[src/rtl/mem_dump.sv]
// Synthesizable memory dump: takes over the CPU-style memory port and streams an
// inclusive, wrapping address range out on a valid/ready interface with a running checksum.
module mem_dump #(
    parameter int addr_width = 8,
    parameter int data_width = 8
) (
    input  logic                  clk,
    input  logic                  rst,
    input  logic                  start,
    input  logic [addr_width-1:0] first_addr,
    input  logic [addr_width-1:0] last_addr,
    output logic                  write,
    output logic [addr_width-1:0] addr,
    output logic [data_width-1:0] wdata,
    input  logic [data_width-1:0] rdata,
    output logic                  out_valid,
    input  logic                  out_ready,
    output logic [data_width-1:0] out_data,
    output logic [addr_width-1:0] out_addr,
    output logic                  busy,
    output logic                  done,
    output logic [data_width-1:0] checksum
);

    typedef enum logic [1:0] {IDLE, ADDR, READ, SEND} state_t;

    state_t                state;
    logic [addr_width-1:0] last_q;

    // The block only ever reads, so the write side is tied off.
    assign write = 1'b0;
    assign wdata = '0;

    always_ff @(posedge clk) begin
        if (!rst) begin
            state     <= IDLE;
            last_q    <= '0;
            addr      <= '0;
            out_data  <= '0;
            out_addr  <= '0;
            out_valid <= 1'b0;
            busy      <= 1'b0;
            done      <= 1'b0;
            checksum  <= '0;
        end else begin
            done <= 1'b0;
            case (state)
                IDLE: begin
                    if (start) begin
                        addr     <= first_addr;
                        last_q   <= last_addr;
                        checksum <= '0;
                        busy     <= 1'b1;
                        state    <= ADDR;
                    end
                end
                // addr is held over ADDR and READ so registered memories have settled.
                ADDR: state <= READ;
                READ: begin
                    out_data  <= rdata;
                    out_addr  <= addr;
                    checksum  <= checksum + rdata;
                    out_valid <= 1'b1;
                    state     <= SEND;
                end
                SEND: begin
                    if (out_ready) begin
                        out_valid <= 1'b0;
                        if (addr == last_q) begin
                            busy  <= 1'b0;
                            done  <= 1'b1;
                            state <= IDLE;
                        end else begin
                            addr  <= addr + 1'b1;
                            state <= ADDR;
                        end
                    end
                end
                default: state <= IDLE;
            endcase
        end
    end

endmodule

[config.mk]
export PLATFORM = sky130hd
export DESIGN_NAME = mem_dump
export DESIGN_NICKNAME = d
export VERILOG_FILES = /design/src/rtl/mem_dump.sv
export SDC_FILE = /design/constraint.sdc
export NUM_CORES = 1
export LEC_CHECK = 0
export ABC_CLOCK_PERIOD_IN_PS = 4250
export CORE_UTILIZATION = 45
export CTS_CLUSTER_SIZE = 20
export DETAILED_ROUTE_END_ITERATION = 10
export GPL_TIMING_DRIVEN = 0
export MAX_ROUTING_LAYER = met4
export PLACE_DENSITY = 0.81
export SYNTH_ARGS = -nofsm -noshare
export SYNTH_HDL_FRONTEND = slang
export SYNTH_SLANG_ARGS = --single-unit
export TNS_END_PERCENT = 10
[constraint.sdc]
create_clock -name clk -period 4.25 [get_ports clk]
set_input_delay 0.425 -clock clk [delete_from_list [all_inputs] [get_ports clk]]
set_output_delay 0.425 -clock clk [all_outputs]
set_load 0.02 [all_outputs]
## Word-level counts from Yosys, hierarchy flattened

Index checks and enable logic that the tools add are counted.

- RAM bits: 0
- Memories: 0
- Bits of input ports: 28
- Output and inout bits: 44
- Register bits: 45
- ROM bits: 0
- Bits in latches: 0
- Word-level logic and storage cells: 47

- Divide/modulo/power cells: 0
- Bitwise gates (word level): 0
- $add $sub $neg: 2
- Multiply operators: 0
- Shift-type cells: 0
- Reduce and logical (&&, ||, !) cells: 11
- Mux-type cells: 17
- Equality and inequality tests: 8
- Order comparisons: 0

Operators by type and width:

| operator | number |
|---|---|
| two-way mux 8 bit | 4 |
| case mux 8 bit (2 select lines) | 2 |
| adder 8 x 1 -> 8 bit, second input constant | 1 |
| adder 8 bit | 1 |
| == test 8 bit | 1 |
| != test 2 bit, second input constant | 4 |
| case mux 2 bit (4 select lines) | 1 |
| AND reduction 2 bit | 4 |
| AND reduction 4 bit | 2 |
| two-way mux 1 bit | 6 |
| nonzero test 2 bit | 3 |
| == test 2 bit, second input constant | 2 |
| two-way mux 2 bit | 2 |
| case mux 1 bit (2 select lines) | 2 |
| AND reduction 3 bit | 1 |
| == test 2 x 1 -> 1 bit, second input constant | 1 |
| logical NOT 2 bit | 1 |

## Logic depth before layout (Yosys ltp)

Gate-level depths: netlist (run 1).

- Depth in word-level cells: 4
- Gate-level depth with buffers: 8
- Depth with buffers taken out: 8

## Least setup slack after synthesis (run 1)

OpenSTA, ideal clock, no wires.

- Path kind: register -> register
- From: register checksum[1]
- To: register checksum[7]
- Arrival: 1.882 ns
- Data required time: 4.176 ns
- Path buffers: 0
- Setup time: 0.074 ns
- Cell stages (with the launch flop): 8
- Slack: 2.294 ns
- Clock period less this slack: 1.956 ns
- Cell sequence: dfxtp_1 ha_1 a21oi_1 o211ai_2 o41ai_2 xor2_1 or3b_1 a31oi_1

- Longest elaborated chain between the ends: 2

RTL lines:

| what | line | RTL |
|---|---|---|
| start, declared | 22 | `output logic [data_width-1:0] checksum` |
| start signal, assigned | 62 | `checksum <= checksum + rdata;` |
| adder 8 bit | 62 |  |
| case mux 8 bit (2 select lines) | 47 | `case (state)` |

No other way between the ends.
A chain may end at the register's enable or synchronous reset.

## Worst setup path after layout (run 1)

- From: input port rdata[1]
- To: register checksum[7]

- Longest elaborated chain between the ends: 2

RTL lines:

| what | line | RTL |
|---|---|---|
| start, declared | 15 | `input logic [data_width-1:0] rdata,` |
| adder 8 bit | 62 |  |
| case mux 8 bit (2 select lines) | 47 |  |

No other way between the ends.

==> metrics.md, run 1 <==
| Metric | Value |
|---|---|
| Final ANT Viol Nets | `0` |
| Worst Path Max Fanout | `3` |
| Min-delay worst type | `reg -> reg` |
| Die area | `0.005506 sq mm` |
| Area delta synth->final | `35.63%` |
| Setup TNS | `0 ns` |
| WL final | `around 6100 um` |
| Top-count cell post-synth | `dfxtp_1` |
| Slew HR | `60.13%` |
| H-tree Lvls | `2` |
| Crit Path Category | `in -> reg` |
| Filler Cells Inserted | `430` |
| Complex-gate fraction of the synthesized area | `a little under a fifth` |
| CTS Hold Bufs | `0` |
| Ys flop type | `dfxtp_1` |
| Tot GR Track Use | `23.63%` |
| Mapped Area | `0.002346 sq mm` |
| 1st-iter DRT viols | `181` |
| Slowest cell on crit path | `clkdlybuf4s50_1` |
| CTS Buf Count | `5` |
| Core Footprint | `0.004880 sq mm` |
| Ant. Diodes | `0` |
| Vias in the first global route | `2031` |
| Die width | `74.21 um` |
| Post-synthesis xor/xnor area fraction | `4.853%` |
| CP Buf/Inv Count | `1` |
| Initial Util | `48.08%` |
| FF+latch count, synth | `45` |
| Worst EP arrival | `~2.5 ns` |
| Yosys warns | `0` |
| Final Hold Fails | `0` |
| CP peak stage delay | `0.48 ns` |
| Largest family of logic cells by synthesized area | `compound AO/OA/AOI/OAI gates` |
| Clock Sinks | `45` |
| Post-synthesis cell count | `271` |
| Final setup skew | `0.01087 ns` |
| Commonest cells post-synth | `dfxtp_1, nor2_1, nand2_1` |
| Worst skew pair latency | `0.30 ns` |
| Share of the synthesized area in the top cell type | `38.40%` |
| Synth Area per Inst | `between 8 and 9 sq um` |
| Final worst slack | `1.979 ns` |
| Ports | `72` |
| CTS Buffer Depth | `2` |
| Port buffer count | `62` |
| Synth area leader | `dfxtp_1` |
| Synth Area in Adders | `roughly 7.3%` |
| Clk slew on worst S/H paths | `0.08 ns` |
| Nets | `roughly 400` |
| CTS tree | `yes` |
| Synth Area in Simple Gates | `between 15 and 20%` |
| # DRC | `0` |
| Post-Place Worst Slack | `around 1.7 ns` |
| Per-cell routed wire length | `14.73 um` |
| Remaining Overflow, GRT | `0` |
| Final Critical Period | `about 2.3 ns` |
| Slew @ Worst Pin | `0.5980 ns` |
| Cell Area, Placed | `between 0.003 and 0.004 sq mm` |
| Pins Over Slew Limit | `0` |
| Tcrit/Tclk final | `53.44%` |
| Row count | `25` |
| Pre-Repair DR Iteration Count | `5` |
| Root Driver | `clkbuf_8` |
| Ys async rst share | `0%` |
| Vias per Instance | `5.438` |
| DR vias | `around 2.3k` |
| RSZ-0062 raised after global routing | `false` |
| Initial antenna violation count | `0` |
| Synth area leaders | `dfxtp_1, mux2i_1, ha_1` |
| Setup Fix Bufs, Post-CTS | `0` |
| Critical Path RT | `4.48 ns` |
| IR drop worst, VDD | `0.2718 mV` |
| Dpl hpwl | `4427 um` |
| Final instance area | `0.003182 sq mm` |
| Gp weighted congestion | `0.8721` |
| Crit start category | `input port` |
| Pwr/cell area | `585.2 mW/mm^2` |
| EDFF count, synth | `0` |
| Layout cells sized above 1 | `10.03%` |
| Number of gates resized after cts | `0` |
| Status | `finished, final reports clean` |
| Largest net degree at the start of global routing | `14` |
| Global-route wire length before repair | `9473 um` |
| Delay-heaviest family, CP | `compound AO/OA/AOI/OAI gates` |
| Sequential fraction of the synthesis area | `38.40%` |
| Yosys cell types | `48` |
| Cell Chain, Critical Path | `clkdlybuf4s50_1, ha_1, a21oi_1, o211ai_2, o41ai_2, xor2_1, or3b_1, a31oi_1` |
| Setup crit end kind | `flip-flop` |
| Max-cap violations | `0` |
| Mux cell area share after synthesis | `7.253%` |
| Fmax | `~440 MHz` |
| Setup-failing EPs final | `0` |
| Die height | `74.21 um` |
| Leakage power | `1.243 nW` |
## metrics by stage
step	util (%)	total power [W]	hold slack, ns	cells
after CTS	65.21	0.001858	0.4760	416
after global placement	63.13	0.001535	0.4561	408
final	65.21	0.001862	0.4719	416
after detailed placement	63.13	0.001559	0.4638	408
after floorplan	-	0.001241	0.4488	279
after global routing	65.21	0.001980	0.4950	416
## routing by layer
layer / up-vias / GRT usage, % / wire length, um
li1: 1088 / - / -
met1: 1055 / 30.32 / 2752
met2: 101 / 36.67 / 2937
met3: 18 / 3.252 / 301
met4: 0 / 11.11 / 136
met5: - / - / 0
## report_power, final
part / switching [W] / internal [W] / leakage, nW
logic: 0.000544 / 0.000419 / 0.822
clock network: 0.000144 / 0.000147 / 0.0542
registers: 0.0000891 / 0.000519 / 0.367
## cell families after synthesis
kind of cell,after synthesis
other cells,1
fa+ha+maj,13
xor+xnor,13
mux,17
simple gates,86
compound gates,63
flops,45
buf+inv,33
## area by class of cell
type	instances	area (sq um)	share of cell area [%]
Buffer	24	137.6	4.326
Timing Repair Buffer	62	620.6	19.50
Sequential cell	45	900.9	28.31
Clock buffer	7	96.34	3.028
Tap cell	67	83.83	2.635
Clock inverter	1	5.005	0.1573
Inverter	9	33.78	1.062
Multi-Input combinational cell	201	1304	40.98
## placed cells by master (no fill, tap or decap), drive strengths merged, types with 3 or more instances in the layout
cell           instances
buf                   17
nand3                 15
o22ai                  7
xor2                   3
conb                   9
ha                    12
dfxtp                 45
mux2i                 17
inv                    9
xnor2                 10
nor2                  34
o21ai                  8
nor3                   3
a21oi                 19
a22oi                 12
clkbuf                14
clkdlybuf4s50         62
nand2                 23
## registers in the layout (all words and copies together), names as in the netlist
| signal | flops |
|---|---|
| addr | 8 |
| checksum | 8 |
| last_q | 8 |
| out_addr | 8 |
| out_data | 8 |
| state | 2 |
| busy | 1 |
| done | 1 |
| out_valid | 1 |
## worst paths after layout
check	end	slack, ns	from	cells after the start
worst min register to register	last_q[6]	0.47	last_q[6]	2
worst max-delay path	checksum[7]	1.98	rdata[1]	8
worst min-delay path	last_q[6]	0.47	last_q[6]	2
worst max register to register	checksum[7]	2.25	checksum[1]	7
## worst reg2reg max path, delay by kind of cell (launching register included)
kind / cells / cell delay, ns
xor gates and xnor gates: 1 / 0.12
DFF: 1 / 0.40
AOI/OAI and AO/OA: 4 / 0.77
adders and majority gates: 1 / 0.25
and+or+nand+nor: 1 / 0.38
(Power assumes the default switching activity.)
==> run 2: changes to the inputs <==
--- a/config.mk
+++ b/config.mk
@@ -5,7 +5,7 @@
 export SDC_FILE = /design/constraint.sdc
 export NUM_CORES = 1
 export LEC_CHECK = 0
-export ABC_CLOCK_PERIOD_IN_PS = 4250
+export ABC_CLOCK_PERIOD_IN_PS = 2150
 export CORE_UTILIZATION = 45
 export CTS_CLUSTER_SIZE = 20
 export DETAILED_ROUTE_END_ITERATION = 10
==> constraint.sdc (replaced) <==
create_clock -name clk -period 2.15 [get_ports clk]
set_input_delay 0.215 -clock clk [delete_from_list [all_inputs] [get_ports clk]]
set_output_delay 0.215 -clock clk [all_outputs]
set_load 0.02 [all_outputs]
==> run 2 against run 1 <==
  * Register-to-register slack got worse by 2.1 ns
  * Core utilization increased by 0.15 points
  * Via count shrank 1.5%
  * Clock power increased by 98%
  * Largest cell class unchanged
  * Critical endpoint is now checksum[6]
  * Cell count stayed put
  * Count of clock-buffer cells in the layout stayed put
  * Clock skew down 0.00051 ns
==> metrics.md, run 2 (synthesis results as in run 1) <==
| Metric | Value |
|---|---|
| Status | `finished, final reports clean` |
| Seq pwr share | `32.6% (about the same)` |
| Core Footprint | `0.004880 sq mm (unchanged)` |
| Final Critical Period | `2.004 ns` |
| Setup slack, reg-to-reg | `0.16 ns (-2.09 ns)` |
| Worst Path Max Fanout | `2 (-1)` |
| DR vias | `2228 (-1.5%)` |
| Largest net degree at the start of global routing | `14 (unchanged)` |
| Crit start category | `input port` |
| Die width | `74.21 um (unchanged)` |
| 1st-iter DRT viols | `205 (+13%)` |
| Clk slew on worst S/H paths | `0.08 ns (about the same)` |
| Global-route wire length before repair | `9473 um (unchanged)` |
| CP Buf/Inv Count | `1 (unchanged)` |
| IR drop worst, VDD | `0.5375 mV (+98%)` |
| RSZ-0062 raised after global routing | `false` |
| Slew HR | `61.65% (+1.5 points)` |
| Internal power | `0.002147 W (+98%)` |
| Switch Pwr | `0.001537 W (+98%)` |
| Final setup skew | `0.01037 ns (-0.0005056 ns)` |
| WHS Endpoint | `last_q[6]` |
| Ports | `72 (unchanged)` |
| Root Driver | `clkbuf_8` |
| Most frequent cells in the layout | `clkdlybuf4s50_1, dfxtp_1, nor2_1` |
| Dpl hpwl | `4427 um (unchanged)` |
| Setup-failing EPs final | `0 (unchanged)` |
| Gp weighted congestion | `0.8721 (unchanged)` |
| Initial antenna violation count | `0 (unchanged)` |
| # DRC | `0 (unchanged)` |
| Worst skew pair latency | `0.30 ns (about the same)` |
| Pwr/cell area | `1155 mW/mm^2 (+97%)` |
| Pins Over Slew Limit | `0 (unchanged)` |
| Worst-case reg-to-reg path depth | `7 (unchanged)` |
| Leading cell type in the layout, fill and taps excluded | `clkdlybuf4s50_1` |
| Post-route insts no fill | `416 (unchanged)` |
| CTS tree | `yes` |
| Number of gates resized after cts | `0 (unchanged)` |
| Vias in the first global route | `2031 (unchanged)` |
| Comb pwr share | `51.7% (about the same)` |
| FF-to-FF End | `checksum[1]` |
| Clock Sinks | `45 (unchanged)` |
| CTS Buf Count | `5 (unchanged)` |
| Vias per Instance | `5.356 (-1.5%)` |
| WL final | `6157 um (+0.49%)` |
| Hold_sp | `last_q[6]` |
| Ant. Diodes | `0 (unchanged)` |
| Hold Crit Depth | `2 (unchanged)` |
| Cell Chain, Critical Path | `clkdlybuf4s50_1, ha_1, fa_1, a21o_1, a21oi_2, o21bai_1, a21oi_1, xor2_1, o21ai_1` |
| Fmax | `499.0 MHz` |
| Dpl cells | `408 (unchanged)` |
| Post-Place Worst Slack | `-0.2132 ns (-1.890 ns)` |
| Row count | `25 (unchanged)` |
| Final worst slack | `0.1461 ns (-1.833 ns)` |
| Tot GR Track Use | `23.63% (unchanged)` |
| Initial Util | `48.08% (unchanged)` |
| Area delta synth->final | `35.95%` |
| Slew @ Worst Pin | `0.5753 ns (-0.02278 ns)` |
| Worst EP arrival | `2.20 ns (-0.30 ns)` |
| Remaining Overflow, GRT | `0 (unchanged)` |
| CP peak stage delay | `0.43 ns (-0.05 ns)` |
| Filler Cells Inserted | `428 (-0.47%)` |
| Leakage power | `1.245 nW (+0.13%)` |
| Final ANT Viol Nets | `0 (unchanged)` |
| Final Hold Fails | `0 (unchanged)` |
| Layout cells sized above 1 | `10.60% (+0.57 points)` |
| CTS Hold Bufs | `0 (unchanged)` |
| CTS Buffer Depth | `2 (unchanged)` |
| Share of power burned in the clock network | `15.7% (about the same)` |
| Port buffer count | `62 (unchanged)` |
| Slowest cell on crit path | `clkdlybuf4s50_1` |
| H-tree Lvls | `2 (unchanged)` |
| Setup Fix Bufs, Post-CTS | `0 (unchanged)` |
| Die area | `0.005506 sq mm (unchanged)` |
| Delay-heaviest family, CP | `compound AO/OA/AOI/OAI gates` |
| Setup crit end kind | `flip-flop` |
| Per-cell routed wire length | `14.80 um (+0.49%)` |
| Die height | `74.21 um (unchanged)` |
| Tcrit/Tclk final | `just over 90%` |
| Min-delay worst type | `reg -> reg` |
| Max-cap violations | `0 (unchanged)` |
| Nets | `389 (unchanged)` |
| Sw Share | `41.73% (about the same)` |
| Crit Path Category | `in -> reg` |
| Critical Path RT | `2.34 ns (-2.14 ns)` |
| Pre-Repair DR Iteration Count | `4 (-1)` |
| RR Startpoint | `state[1]` |
run 2: how the worst max path moves through the flow:
stage / startpoint / endpoint / slack (ns) / cells after the start
floorplan: checksum[1] / checksum[7] / 0.19 / 7
global placement: rdata[1] / checksum[7] / -0.16 / 8
detailed placement: rdata[1] / checksum[7] / -0.21 / 8
CTS: rdata[1] / checksum[7] / 0.10 / 8
global route: state[1] / checksum[2] / 0.01 / 7
finish: rdata[0] / checksum[6] / 0.15 / 9
run 2: power by group through the flow:
stage / logic, W / clock network (W) / registers (W)
after global placement: 0.00183 / 0 / 0.00120
final: 0.00190 / 0.000577 / 0.00120
after floorplan: 0.00110 / 0 / 0.00135
after global routing: 0.00207 / 0.000628 / 0.00122
after detailed placement: 0.00187 / 0 / 0.00121
after CTS: 0.00189 / 0.000591 / 0.00120
run 2: metrics by stage:
stage	utilization (%)	TNS, ns	hold WS (ns)	power [W]	cell area (sq um)
4_1_cts	65.21	0	0.4710	0.003673	3182
2_1_floorplan	-	0	0.3476	0.002453	2376
5_1_grt	65.36	0	0.4786	0.003920	3189
3_3_place_gp	63.13	-0.3478	0.4561	0.003034	3080
6_report	65.36	0	0.4721	0.003684	3189
3_5_place_dp	63.13	-0.4409	0.4638	0.003081	3080
run 2: cell type report:
| type | count | area [sq um] | area share, % |
|---|---|---|---|
| flip-flops and latches | 45 | 900.9 | 28.25 |
| clock buffers | 7 | 96.34 | 3.021 |
| repair buffers | 62 | 620.6 | 19.46 |
| clock inverters | 1 | 5.005 | 0.1569 |
| plain buffers | 24 | 137.6 | 4.315 |
| multi-input cells | 201 | 1311 | 41.11 |
| well taps | 67 | 83.83 | 2.628 |
| inverters | 9 | 33.78 | 1.059 |
run 2: routing by layer:
metal | GRT usage [%] | part of all wire [%] | wire (um)
met1 | 30.32 | 45 | 2766
met2 | 36.67 | 48 | 2968
met3 | 3.252 | 5.2 | 318
met4 | 11.11 | 1.7 | 104
met5 | - | 0 | 0
run 2: tightest hold or removal path, cell delays in order (launching register included):
cell	delay, ns
dfxtp_1	0.32
nand2_1	0.05
a21oi_1	0.05
==> run 3: changes to the inputs <==
==> constraint.sdc (replaced) <==
create_clock -name clk -period 2.15 [get_ports clk]
set_input_delay 0.215 -clock clk [delete_from_list [all_inputs] [get_ports clk]]
set_output_delay 0.215 -clock clk [all_outputs]
set_load 0.1 [all_outputs]
==> run 3 against run 2 <==
  * Cell count is the same
  * Largest power group unchanged
  * Worst setup slack lost 0.068 ns
  * Clock skew grew 0.00090 ns
  * Register-to-register slack is essentially flat
  * Global-route usage grew 0.13 points
  * Worst hold slack is essentially flat
  * Via count shrank 1.6%
  * Routed wire length shrank 4.6%
  * Clock power shrank 9.2%
  * Cell area shrank 0.39%
  * Power grew 22%
==> metrics.md, run 3 (synthesis results as in run 1) <==
| Metric | Value |
|---|---|
| Slowest cell on crit path | `clkdlybuf4s50_1` |
| Max-cap violations | `0 (unchanged)` |
| Setup crit end kind | `output pin` |
| Initial Util | `48.08% (unchanged)` |
| Setup Fix Bufs, Post-CTS | `0 (unchanged)` |
| Leakage power | `1.270 nW (+2.0%)` |
| Area delta synth->final | `35.41%` |
| Slew @ Worst Pin | `0.9936 ns (+0.4183 ns)` |
| Final Hold Fails | `0 (unchanged)` |
| Leading cell type in the layout, fill and taps excluded | `clkdlybuf4s50_1` |
| Vias in the first global route | `2095 (+3.2%)` |
| 1st-iter DRT viols | `159 (-22%)` |
| Crit start category | `flip-flop` |
| Layout cells sized above 1 | `12.89% (+2.3 points)` |
| Setup TNS | `0 ns (unchanged)` |
| Tot GR Track Use | `23.76% (+0.13 points)` |
| Status | `finished, final reports clean` |
| Ant. Diodes | `0 (unchanged)` |
| Cell Chain, Critical Path | `clkdlybuf4s50_1` |
| Most frequent cells in the layout | `clkdlybuf4s50_1, dfxtp_1, nor2_1` |
| Slew HR | `33.55% (-28 points)` |
| CTS Buffer Depth | `2 (unchanged)` |
| WL final | `5876 um (-4.6%)` |
| Remaining Overflow, GRT | `0 (unchanged)` |
| Die height | `74.21 um (unchanged)` |
| FF-to-FF End | `checksum[7]` |
| Pre-Repair DR Iteration Count | `4 (unchanged)` |
| CP peak stage delay | `1.16 ns (+0.73 ns)` |
| Total power | `0.004480 W (+22%)` |
| Vias per Instance | `5.269 (-1.6%)` |
| CP Buf/Inv Count | `1 (unchanged)` |
| Pins Over Slew Limit | `0 (unchanged)` |
| Filler Cells Inserted | `456 (+6.5%)` |
| CTS Buf Count | `5 (unchanged)` |
| Clk slew on worst S/H paths | `0.08 ns (about the same)` |
| Core Footprint | `0.004880 sq mm (unchanged)` |
| Pwr/cell area | `1410 mW/mm^2 (+22%)` |
| Worst-case reg-to-reg path depth | `7 (unchanged)` |
| Tcrit/Tclk final | `96.39% (+3.2 points)` |
| Fmax | `482.5 MHz (-3.3%)` |
| Crit Path Category | `reg -> out` |
| Delay-heaviest family, CP | `buffers and inverters` |
| Gp weighted congestion | `0.8824 (+1.2%)` |
| RR Startpoint | `state[1]` |
| Nets | `389 (unchanged)` |
| Critical Path RT | `1.93 ns (-0.41 ns)` |
| Min-delay worst type | `reg -> reg` |
| Post-route insts no fill | `416 (unchanged)` |
| Ports | `72 (unchanged)` |
| Initial antenna violation count | `0 (unchanged)` |
| Row count | `25 (unchanged)` |
| RSZ-0062 raised after global routing | `false` |
| DR vias | `2192 (-1.6%)` |
| Hold_sp | `last_q[3]` |
| Per-cell routed wire length | `14.13 um (-4.6%)` |
| Worst skew pair latency | `0.31 ns (about the same)` |
| Die width | `74.21 um (unchanged)` |
| Clock Sinks | `45 (unchanged)` |
| Setup slack, reg-to-reg | `0.17 ns (about the same)` |
| H-tree Lvls | `2 (unchanged)` |
| Final instance area | `0.003177 sq mm (-0.39%)` |
| Worst Setup EP | `checksum[7]` |
| Instance count on the critical path | `1 (-8)` |
| Final setup skew | `0.01127 ns (+0.0009014 ns)` |
| Worst EP arrival | `1.86 ns (-0.34 ns)` |
| Global-route wire length before repair | `9570 um (+1.0%)` |
| Cell Area, Placed | `0.003093 sq mm (+0.41%)` |
| Dpl cells | `408 (unchanged)` |
| Setup crit start | `checksum[7]` |
| Root Driver | `clkbuf_8` |
| CTS tree | `yes` |
| Die area | `0.005506 sq mm (unchanged)` |
| Worst Path Max Fanout | `4 (+2)` |
| Largest net degree at the start of global routing | `14 (unchanged)` |
| # DRC | `0 (unchanged)` |
| Final ANT Viol Nets | `0 (unchanged)` |
| Final Critical Period | `2.072 ns (+0.06846 ns)` |
| Dpl hpwl | `4364 um (-1.4%)` |
| Port buffer count | `62 (unchanged)` |
| IR drop worst, VDD | `0.5822 mV (+8.3%)` |
| Setup-failing EPs final | `0 (unchanged)` |
## run 3: layout make-up
type | count | area (sq um) | area share (%)
Timing Repair Buffer | 62 | 618.1 | 19.46
Inverter | 9 | 33.78 | 1.063
Sequential cell | 45 | 913.4 | 28.75
Tap cell | 67 | 83.83 | 2.639
Buffer | 24 | 137.6 | 4.332
Multi-Input combinational cell | 201 | 1308 | 41.16
Clock buffer | 6 | 72.57 | 2.284
Clock inverter | 2 | 10.01 | 0.3151
## run 3: report_power, final
part / total (W) / switching (W) / leakage, nW / internal [W]
combinational: 0.00275 / 0.00195 / 0.853 / 0.000805
sequential: 0.00121 / 0.000172 / 0.372 / 0.00103
clock: 0.000524 / 0.000298 / 0.0450 / 0.000226
## run 3: metrics by stage
stage	worst slack [ns]	hold WS (ns)	utilization (%)
finish	0.07765	0.4725	65.10
global route	0.002252	0.4755	65.10
CTS	0.01633	0.4730	64.97
detailed placement	-0.2227	0.4608	63.38
global placement	-0.1672	0.4555	63.38
floorplan	-0.04738	0.3401	-
## run 3: how the worst min path moves through the flow
stage                     cells past startpoint     endpoint  slack (ns)
after detailed placement                      2    last_q[1]        0.46
after floorplan                               2  checksum[6]        0.34
after global routing                          3    last_q[7]        0.48
after CTS                                     3    last_q[7]        0.47
final                                         2    last_q[3]        0.47
after global placement                        2    last_q[1]        0.46
## run 3: timing repair
item / CTS / global route
gates resized for setup: 4 / 2
gates cloned: 0 / 0
setup endpoints to repair: 4 / 2
pin swaps: 0 / 0
hold buffers: 0 / 0
## run 3: per-layer routing
layer | GRT usage, % | share of wire, % | up-vias
li1 | - | - | 1085
met1 | 29.97 | 44 | 1025
met2 | 37.78 | 47 | 76
met3 | 4.607 | 6.7 | 6
met4 | 8.547 | 1.4 | 0
met5 | - | 0 | -
